<file path="src/rtl/bp_fe_bp_pkg.sv">
// Shared branch-predictor types: BHT index width and the prediction record.
package bp_fe_bp_pkg;

  localparam int bht_idx_width = 8;

  typedef struct packed {
    logic [bht_idx_width-1:0] idx;
    logic                     taken;
  } bp_pred_rec_s;

endpackage

</file>
<file path="src/rtl/bp_fe_bp_rec_fifo.sv">
// Circular record FIFO with wrap-bit pointers and a flush that
// discards everything younger than the (post-resolve) head.
module bp_fe_bp_rec_fifo #(
  parameter int width_p = 9,
  parameter int els_p = 8,
  localparam int ptr_w = $clog2(els_p)
) (
  input  logic               clk_i,
  input  logic               reset_n_i,
  input  logic               enq_v_i,
  input  logic [width_p-1:0] enq_data_i,
  output logic               enq_ready_o,
  input  logic               deq_v_i,
  output logic               deq_ready_o,
  output logic               deq_fire_o,
  output logic [width_p-1:0] deq_data_o,
  input  logic               flush_i,
  output logic [ptr_w:0]     count_o
);

  logic [width_p-1:0] mem [els_p];
  logic [ptr_w:0] rptr, wptr;
  logic [ptr_w:0] rptr_next, wptr_next;
  logic full, empty, enq_fire;

  assign empty = (rptr == wptr);
  assign full  = (rptr[ptr_w-1:0] == wptr[ptr_w-1:0])
               & (rptr[ptr_w] != wptr[ptr_w]);

  assign enq_ready_o = ~full;
  assign deq_ready_o = ~empty;
  assign enq_fire    = enq_v_i & ~full & ~flush_i;
  assign deq_fire_o  = deq_v_i & ~empty;
  assign deq_data_o  = mem[rptr[ptr_w-1:0]];
  assign count_o     = wptr - rptr;

  // Flush collapses the tail onto the head left after any same-cycle pop.
  assign rptr_next = rptr + {{ptr_w{1'b0}}, deq_fire_o};
  assign wptr_next = flush_i ? rptr_next
                   : wptr + {{ptr_w{1'b0}}, enq_fire};

  always_ff @(posedge clk_i or negedge reset_n_i) begin
    if (!reset_n_i) begin
      rptr <= '0;
      wptr <= '0;
    end else begin
      rptr <= rptr_next;
      wptr <= wptr_next;
    end
  end

  always_ff @(posedge clk_i) begin
    if (enq_fire) mem[wptr[ptr_w-1:0]] <= enq_data_i;
  end

endmodule

</file>
<file path="src/rtl/bp_fe_bp_update_queue.sv">
// Prediction bookkeeping queue feeding one-cycle BHT updates.
// Optional stats counters: BP_FE_BP_UPDATE_QUEUE_STATS_EN.
module bp_fe_bp_update_queue
  import bp_fe_bp_pkg::*;
#(
  parameter int bht_idx_width_p = bht_idx_width,
  parameter int queue_els_p = 8,
  localparam int ptr_width_lp = $clog2(queue_els_p)
) (
  input  logic                       clk_i,
  input  logic                       reset_n_i,
  input  logic                       pred_v_i,
  input  logic [bht_idx_width_p-1:0] pred_idx_i,
  input  logic                       pred_taken_i,
  output logic                       pred_ready_o,
  input  logic                       res_v_i,
  input  logic                       res_taken_i,
  output logic                       res_ready_o,
  input  logic                       flush_i,
  output logic                       w_v_o,
  output logic [bht_idx_width_p-1:0] idx_w_o,
  output logic                       correct_o,
  output logic [ptr_width_lp:0]      count_o
`ifdef BP_FE_BP_UPDATE_QUEUE_STATS_EN
  ,
  output logic [31:0]                res_cnt_o,
  output logic [31:0]                mispredict_cnt_o
`endif
);

  typedef struct packed {
    logic [bht_idx_width_p-1:0] idx;
    logic                       taken;
  } rec_s;

  rec_s enq_rec, head;
  logic res_fire, hit;

  assign enq_rec = '{idx: pred_idx_i, taken: pred_taken_i};

  bp_fe_bp_rec_fifo #(
    .width_p($bits(rec_s)),
    .els_p  (queue_els_p)
  ) fifo (
    .clk_i      (clk_i),
    .reset_n_i  (reset_n_i),
    .enq_v_i    (pred_v_i),
    .enq_data_i (enq_rec),
    .enq_ready_o(pred_ready_o),
    .deq_v_i    (res_v_i),
    .deq_ready_o(res_ready_o),
    .deq_fire_o (res_fire),
    .deq_data_o (head),
    .flush_i    (flush_i),
    .count_o    (count_o)
  );

  assign hit = (head.taken == res_taken_i);

  always_ff @(posedge clk_i or negedge reset_n_i) begin
    if (!reset_n_i) begin
      w_v_o     <= 1'b0;
      idx_w_o   <= '0;
      correct_o <= 1'b0;
    end else begin
      w_v_o <= res_fire;
      if (res_fire) begin
        idx_w_o   <= head.idx;
        correct_o <= hit;
      end
    end
  end

`ifdef BP_FE_BP_UPDATE_QUEUE_STATS_EN
  // Counted at the handshake so they line up with the emitted update.
  always_ff @(posedge clk_i or negedge reset_n_i) begin
    if (!reset_n_i) begin
      res_cnt_o        <= '0;
      mispredict_cnt_o <= '0;
    end else if (res_fire) begin
      if (res_cnt_o != '1)
        res_cnt_o <= res_cnt_o + 32'd1;
      if (!hit && mispredict_cnt_o != '1)
        mispredict_cnt_o <= mispredict_cnt_o + 32'd1;
    end
  end
`endif

endmodule

</file>
<file path="config.mk">
export PLATFORM = sky130hd
export DESIGN_NAME = bp_fe_bp_update_queue
export DESIGN_NICKNAME = d
export VERILOG_FILES = /design/src/rtl/bp_fe_bp_pkg.sv /design/src/rtl/bp_fe_bp_rec_fifo.sv /design/src/rtl/bp_fe_bp_update_queue.sv
export SDC_FILE = /design/constraint.sdc
export NUM_CORES = 1
export LEC_CHECK = 0
export ABC_AREA = 1
export CORE_ASPECT_RATIO = 0.75
export CORE_MARGIN = 10
export CORE_UTILIZATION = 50
export CTS_CLUSTER_SIZE = 12
export DETAILED_ROUTE_END_ITERATION = 12
export PLACE_DENSITY = 0.73
export SLEW_MARGIN = 5
export SYNTH_ARGS = -nofsm -noshare
export SYNTH_HDL_FRONTEND = slang
export SYNTH_SLANG_ARGS = --single-unit
export TNS_END_PERCENT = 50
</file>
<file path="constraint.sdc">
create_clock -name clk_i -period 2.3 [get_ports clk_i]
set_clock_uncertainty 0.1 [all_clocks]
set_input_delay 0.575 -clock clk_i [delete_from_list [all_inputs] [get_ports clk_i]]
set_output_delay 0.575 -clock clk_i [all_outputs]
set_load 0.05 [all_outputs]
</file>
; After elaboration in Yosys (flattened, before gate mapping)
; Memory sizes are Yosys's and may differ from the RTL's.
; Index checks and enable logic that the tools add are counted.
[totals]
n_memories = 1
input_bits = 15
rom_bits = 0
mem_bits_rw = 72
regBits = 18
latch_bits = 0
[mem_list]
columns = memory, depth, width, rd, rd_clocked_by_memory_dff, write_ports, line_no
row1 = fifo.mem, 8, 9, 1, 0, 1, bp_fe_bp_rec_fifo.sv:21  ; logic [width_p-1:0] mem [els_p];
[op_classes]
n_div = 0
n_reduce_logical = 0
bitwise = 7
n_mux = 3
multipliers = 0
order_cmp = 0
eq_ne = 4
n_addsub = 3
shift = 0
[ops]
columns = op, count
row1 = 4-bit by 1-bit adder with 4-bit output, 2
row2 = 1-bit AND, 4
row3 = 4-bit equality test, 1
row4 = 4-bit two-way mux, 1
row5 = 4-bit subtractor, 1
row6 = 3-bit equality test, 1
row7 = 1-bit NOT, 3
row8 = 1-bit two-way mux, 2
row9 = 1-bit equality test, 1
row10 = 1-bit inequality test, 1

; Longest topological paths before layout
; Gate-level depths: netlist of run 1.
[logic_depth]
ltp_word = 7
ltp_mapped = 13
ltp_nobuf = 12

; By module
; Synthesis of run 1 repeated with hierarchy kept, for this count alone.
[hier_totals]
hier_cells = 435
hier_area_um2 = 4142.7
[modules_own_cells]
columns = mod, cells_each, area_per_inst_um2, instances, seq_area_each_um2
row1 = bp_fe_bp_rec_fifo, 392, 3759.9, 1, 2362.3
row2 = bp_fe_bp_update_queue, 43, 382.9, 1, 250.2

; Worst setup path before layout of run 1
; Ideal clock, no wire load.
[synth_timing]
kind = register to register
start = register fifo.wptr[0]
end = memory fifo.mem[0][0], enable pin
setup_slack_ns = -0.748
stages_incl_launch_ff = 8
synth_period_minus_slack_ns = 3.048
arrival_ns = 2.562
path_cell_list = dfrtp_1 -> inv_1 -> ha_1 -> inv_1 -> nor3_2 -> nand2b_1 -> nand2_2 -> nor3_1
[synth_via]
elab_chain_cells = 7
[synth_rtl]
columns = item, line_no
row1 = start: declaration, bp_fe_bp_rec_fifo.sv:22  ; logic [ptr_w:0] rptr, wptr;
row2 = start signal: assignment, bp_fe_bp_rec_fifo.sv:48  ; wptr <= wptr_next;
row3 = 3-bit equality test, bp_fe_bp_rec_fifo.sv:27  ; assign full = (rptr[ptr_w-1:0] == wptr[ptr_w-1:0])
row4 = 1-bit AND, bp_fe_bp_rec_fifo.sv:28  ; & (rptr[ptr_w] != wptr[ptr_w]);
row5 = 1-bit NOT, -
row6 = via pred_ready_o, bp_fe_bp_update_queue.sv:15  ; output logic pred_ready_o,
row7 = 1-bit AND (2 in a row), bp_fe_bp_rec_fifo.sv:32  ; assign enq_fire = enq_v_i & ~full & ~flush_i;
row8 = 1-bit two-way mux, bp_fe_bp_rec_fifo.sv:53  ; if (enq_fire) mem[wptr[ptr_w-1:0]] <= enq_data_i;
row9 = 1-bit two-way mux (implied by the code), bp_fe_bp_rec_fifo.sv:53
row10 = end: declaration, bp_fe_bp_rec_fifo.sv:21
; The timed path passes the listed nets, and every way through them passes these cells.

; Worst setup path in the final report of run 1
[layout_timing]
start = register fifo.wptr[0]
end = output port res_ready_o
[layout_via]
elab_chain_cells = 2
[layout_rtl]
columns = item, line_no
row1 = 4-bit equality test, bp_fe_bp_rec_fifo.sv:26  ; assign empty = (rptr == wptr);
row2 = 1-bit NOT, bp_fe_bp_rec_fifo.sv:31  ; assign deq_ready_o = ~empty;
row3 = end: declaration, bp_fe_bp_update_queue.sv:18  ; output logic res_ready_o,
; No other way between the ends.

==> results.ini, run 1 <==
[logic_synthesis]
netlist_area_sq_um=3780
yosysUniqueCellTypes=28
synth.avg_cell_area_sq_um=12.3
synthCells=307
synthFlopType=edfxtp_1
yosysSeqAreaShare=0.691
async_reset_ff_frac=0.200
yosys_warnings=0
syn_nets=330
synth-seq-cells=90
synth_edf_count=72

[clock_tree]
numCtsBuffers=9
clk_pin_slew_ns=0.09
cts_max_level=3
clkLatencyLatePin_ns=0.36
clock_path_buffers=2
ctsHoldBuffers=0
cts_tree=built
clock_sink_count=90
cts_root_buf=clkbuf_8

[detailed_routing]
drtIter0Drc=279
ant_nets=0
wl_met3_microns=629
wl_per_cell_microns=18.0
first_pass_iters=4
wl_met2_microns=4030
post-route-drc-count=0
via_per_inst=5.27
top_layer_used=met4
wirelength_microns=8450
wl_met1_microns=3730
vias=2466

[global_routing]
grt-ovfl-total=0
grt_pass1_vias=2388
track_usage=0.155
grt_first_pass_wirelength_microns=13500
grt_max_degree=39
grt_antenna_before_repair=0

[floorplanning]
die_h_microns=95.3
fp.dieW_microns=120
initial_core_util=0.513
fp.dieArea_sq_um=11500
design.core.area_sq_um=7360
io_pins=31
row_count=27

[critical_path]
r2r_start=fifo.wptr[0]
endpoint_kind=primary output
startpoint_type=flip-flop
ff2ff_path_depth=11
arrival_ns=1.79
crit_type=flip-flop to primary output
cp.required_ns=1.62
r2r_slack_ns=-0.03
worstReg2RegEnd=fifo.wptr[1]
cp_max_fo=2

[place]
portBuffers=30
dp_hpwl_microns=5830
globalplace.congestion=0.823

[cells_and_area]
fin_nets=385
final_common_cell=edfxtp_1
drive_gt1_frac=0.237
diodes=0
syn2layout_area_growth_pct=27.3
layout_common_cells=edfxtp_1 (72), nor2_1 (49), nand2_1 (34)

[outcome]
outcome=finished with violations
failed_checks=negative setup slack

[timing]
finalSetupViolations=6
period_share=1.07
fmax_mhz=406
finalHoldViolCount=0
fin_hold_ws_ns=0.391
setup_tns_ns=-0.586
relSlewSlack=0.659
min_period_ns=2.46
tightest_slew_ns=0.510
worst_slack_ns=-0.163
drv_slew=0
rsz0062_at_grt=yes

[power_and_ir_drop]
seq_power_share=0.290
leakage_uw=0.00179
comb_power_share=0.547
p_clk_frac=0.163
p_int_uw=4300
vdd_drop_max_mv=1.10
power.switching_uw=3170
swShare=0.425
p_per_area_nw_per_um2=1550

[worst_hold_path]
hold_end=correct_o
hp-class=flip-flop to flip-flop
whs_path_depth=2
hold_path.startpoint=correct_o

[flow_run]
maxCapViolCount=0

## worst max path at each step
stage,from,end,slack [ns]
2_1_floorplan,fifo.wptr[0],fifo.wptr[1],-0.27
3_3_place_gp,pred_v_i,fifo.wptr[1],0.05
3_5_place_dp,flush_i,fifo.wptr[1],0.03
4_1_cts,fifo.rptr[2],count_o[3],-0.22
5_1_grt,fifo.wptr[0],res_ready_o,-0.24
6_report,fifo.wptr[0],res_ready_o,-0.16
## flip-flops by register name, summed over array words and instances, names as in the netlist
name	cells
fifo.wptr	4
idx_w_o	8
fifo.mem	72
correct_o	1
fifo.rptr	4
w_v_o	1
## stage by stage
stage / cell area (sq um) / utilization / cells / setup WS (ns) / total power [uW]
6_report: 4810 / 0.654 / 468 / -0.163 / 7470
2_1_floorplan: 3960 / - / 307 / -0.265 / 4710
3_3_place_gp: 4500 / 0.611 / 450 / 0.0471 / 6070
5_1_grt: 4810 / 0.654 / 468 / -0.243 / 7920
4_1_cts: 4780 / 0.649 / 468 / -0.218 / 7450
3_5_place_dp: 4500 / 0.611 / 450 / 0.0328 / 6120
## worst max-delay path, stage by stage, from the launching register on
cell and delay (ns):
dfrtp_2 0.40, inv_4 0.05, ha_4 0.27, clkinvlp_4 0.11, nor3_4 0.31, nand2_4 0.11
buf_6 0.18
## kinds of logic (layout without fill, tap and decap cells)
kind of cell | Yosys count | count (layout) | share of synthesized area
adder cells (fa/ha/maj) | 8 | 8 | 0.0285
buffers and inverters | 34 | 94 | 0.0490
multiplexers | 2 | 2 | 0.00596
XOR/XNOR | 7 | 7 | 0.0182
AO/OA/AOI/OAI | 52 | 52 | 0.0801
AND/OR/NAND/NOR | 114 | 114 | 0.127
flip-flops | 90 | 90 | 0.691
## Yosys cell counts, types with 2 or more instances
| library cell | number | area share |
|---|---|---|
| dfrtp_1 | 18 | 0.12 |
| inv_1 | 18 | 0.018 |
| nor2_1 | 49 | 0.049 |
| inv_2 | 2 | 0.0020 |
| buf_2 | 4 | 0.0053 |
| nor3_1 | 8 | 0.011 |
| buf_4 | 4 | 0.0079 |
| xor2_1 | 3 | 0.0070 |
| buf_6 | 4 | 0.012 |
| xnor2_1 | 3 | 0.0070 |
| mux2_2 | 2 | 0.0060 |
| edfxtp_1 | 72 | 0.57 |
| o21ai_0 | 23 | 0.030 |
| o21ai_1 | 11 | 0.015 |
| o211ai_1 | 16 | 0.032 |
| nand3_1 | 18 | 0.024 |
| nand2_2 | 2 | 0.0033 |
| nand2_1 | 34 | 0.034 |
| ha_1 | 7 | 0.023 |
## power groups by stage
stage	Clock, uW	Sequential (uW)	Combinational, uW
2_1_floorplan	0	2530	2180
6_report	1220	2160	4090
3_5_place_dp	0	2190	3930
5_1_grt	1320	2200	4410
4_1_cts	1240	2160	4050
3_3_place_gp	0	2180	3880
## what timing repair did
item / in CTS / in global routing
resized for setup: 8 / 7
setup buffers: 2 / 1
setup endpoints to repair: 5 / 6
pin swaps: 3 / 3
## routing by layer
layer,up-vias,track usage
met5,-,0
met4,0,0.0341
met3,8,0.0502
met2,88,0.240
met1,1187,0.210
li1,1183,-
## final cells by class
type / instances / area (sq um)
multi-input combinational: 183 / 1190
clock inverter: 7 / 108
fill: 579 / 2550
clock buffer: 9 / 124
sequential: 90 / 2610
inverter: 22 / 104
tap: 101 / 126
timing repair buffer: 56 / 546
Note: power is estimated with default switching activity, not from simulation.
==> run 2: changes to the inputs <==
Settings changed: ABC_AREA 1 to default.
==> results.ini, run 2 <==
[logic_synthesis]
synth.avg_cell_area_sq_um=18.7  ; +51%
synth_most_common_cell=edfxtp_1
synthCells=194  ; -37%
synthFlopType=edfxtp_1
yosysUniqueCellTypes=28  ; unchanged
synthTopCellsByCount=edfxtp_1 (72), dfrtp_1 (18), nand2_1 (15), mux4_2 (12), o21ai_0 (10)
synth_edf_count=72  ; unchanged
yosys.area.top_type=edfxtp_1
yosysSeqAreaShare=0.722  ; +0.0311
synth_area_leaders=edfxtp_1 (60%), dfrtp_1 (12%), mux4_2 (7.5%)
synth-seq-cells=90  ; unchanged
netlist_area_sq_um=3620  ; -4.3%
syn_nets=217  ; -34%
yosys_warnings=0  ; unchanged
yosysTopAreaCellShare=0.598  ; +0.0257
async_reset_ff_frac=0.200  ; unchanged

[critical_path]
cp.required_ns=1.62  ; about the same
crit_slowest_cell=dfrtp_1
slowest_delay_ns=0.41  ; about the same
endpoint_kind=primary output
cp_cell_sequence=inv_2 -> ha_4 -> inv_1 -> a21o_1 -> a21oi_4 -> xor2_4 -> buf_12
cp_max_fo=3  ; +1
startpoint_type=flip-flop
crit_family=flip-flops
crit_buf_inv=3  ; unchanged
crit_type=flip-flop to primary output
arrival_ns=1.75  ; -0.04 ns

[global_routing]
grt_first_pass_wirelength_microns=10600  ; -22%
grt_antenna_before_repair=0  ; unchanged
track_usage=0.127  ; -0.0286
grt_pass1_vias=1956  ; -18%
grt-ovfl-total=0  ; unchanged
grt_max_degree=21  ; -46%

[timing]
finalHoldViolCount=0  ; unchanged
relSlewSlack=0.663  ; +0.00415
min_period_ns=2.43  ; -0.0380 ns
fmax_mhz=412  ; +1.6%
finalSetupViolations=4  ; -2
fin_hold_ws_ns=0.384  ; -0.00785 ns
rsz0062_at_grt=yes
setup_tns_ns=-0.262  ; +0.324 ns
drv_slew=0  ; unchanged
worst_slack_ns=-0.125  ; +0.0380 ns
period_share=1.05  ; -0.0165
tightest_slew_ns=0.504  ; -0.00620 ns

[detailed_routing]
vias=1852  ; -25%
first_pass_iters=4  ; unchanged
via_per_inst=5.25  ; -0.43%
wirelength_microns=6690  ; -21%
ant_nets=0  ; unchanged
wl_per_cell_microns=19.0  ; +5.0%
post-route-drc-count=0  ; unchanged
drtIter0Drc=137  ; -51%

[floorplanning]
row_count=26  ; -3.7%
fp.dieArea_sq_um=11100  ; -3.5%
fp.dieW_microns=118  ; -1.8%
design.core.area_sq_um=6930  ; -5.9%
die_h_microns=93.7  ; -1.7%
io_pins=31  ; unchanged
initial_core_util=0.522  ; +0.00879

[cells_and_area]
final_common_cell=edfxtp_1
largest_reg_flops=72  ; unchanged
layoutNonFillerInstCount=353  ; -25%
layout_common_cells=edfxtp_1 (72), clkdlybuf4s50_1 (24), buf_4 (19)
syn2layout_area_growth_pct=26.5
n_fill_cell=491  ; -15%
diodes=0  ; unchanged
drive_gt1_frac=0.314  ; +0.0767
fin_nets=273  ; -29%

[clock_tree]
clkLatencyLatePin_ns=0.35  ; about the same
cts_tree=built
clk_pin_slew_ns=0.09  ; about the same
ctsHoldBuffers=0  ; unchanged
numCtsBuffers=9  ; unchanged
cts_max_level=3  ; unchanged
clock_sink_count=90  ; unchanged
clock_path_buffers=2  ; unchanged
cts_root_buf=clkbuf_8

[outcome]
failed_checks=negative setup slack
outcome=finished with violations

[power_and_ir_drop]
finalPower_uw=6760  ; -9.5%
vdd_drop_max_mv=1.72  ; +56%
p_per_area_nw_per_um2=1480  ; -4.8%
leakage_uw=0.00165  ; -7.8%

[place]
portBuffers=30  ; unchanged
dp_hpwl_microns=4880  ; -16%
dp_slack_ns=-0.0507  ; -0.0835 ns
globalplace.congestion=0.765  ; -7.1%
place_inst=335  ; -26%

[worst_hold_path]
hp-class=flip-flop to flip-flop

[flow_run]
maxCapViolCount=0  ; unchanged

## run 2: metal layers
layer | GRT usage | wire length, microns | vias to the layer above
met3 | 0.0444 | 387 | 7
met2 | 0.191 | 3050 | 47
met4 | 0.0431 | 65 | 0
li1 | - | - | 862
met1 | 0.167 | 3180 | 936
met5 | 0 | 0 | -
## run 2: through the flow
step	util	cell area, sq um
floorplan	-	3750
global placement	0.627	4340
detailed placement	0.627	4340
CTS	0.658	4560
global route	0.661	4580
finish	0.661	4580
## run 2: kinds of logic after synthesis
logic type | Yosys count | synth area share
and+or+nand+nor | 30 | 0.0356
adders and majority gates | 8 | 0.0297
DFF | 90 | 0.722
buffers and inverters | 14 | 0.0204
xor gates and xnor gates | 8 | 0.0194
muxes | 29 | 0.149
AOI/OAI and AO/OA | 15 | 0.0235
## run 2: final cells by class
class / count / area (sq um) / area share
multi-input cells: 90 / 1090 / 0.238
inverters: 8 / 35.0 / 0.00765
well taps: 98 / 123 / 0.0268
repair buffers: 51 / 543 / 0.119
flip-flops and latches: 90 / 2610 / 0.571
clock buffers: 10 / 128 / 0.0279
clock inverters: 6 / 47.5 / 0.0104
## run 2: worst paths after layout
path	startpoint	endpoint	slack [ns]	depth (start not counted)
setup / recovery	fifo.wptr[0]	count_o[3]	-0.13	7
hold / removal	idx_w_o[0]	idx_w_o[0]	0.38	2
setup reg to reg	fifo.rptr[2]	fifo.wptr[1]	0.26	7
hold reg to reg	idx_w_o[0]	idx_w_o[0]	0.38	2
max in group asynchronous	reset_n_i	idx_w_o[4]	1.16	2
min in group asynchronous	reset_n_i	fifo.rptr[0]	0.44	1
## run 2: what timing repair did
action                     in CTS  in global routing
gates resized for setup         9                  1
setup buffers                   1                  1
pin swaps                       7                  0
setup endpoints to repair       5                  5
cloned                          0                  0
## run 2: where the power goes
group	switching [uW]	internal, uW	total [uW]
Clock	546	404	950
Sequential	134	2030	2160
Combinational	1980	1670	3650
## run 2: worst min-delay path: stages, from the launching register on
cell and delay (ns):
dfrtp_1 0.35, nand2_1 0.05, o21ai_0 0.06
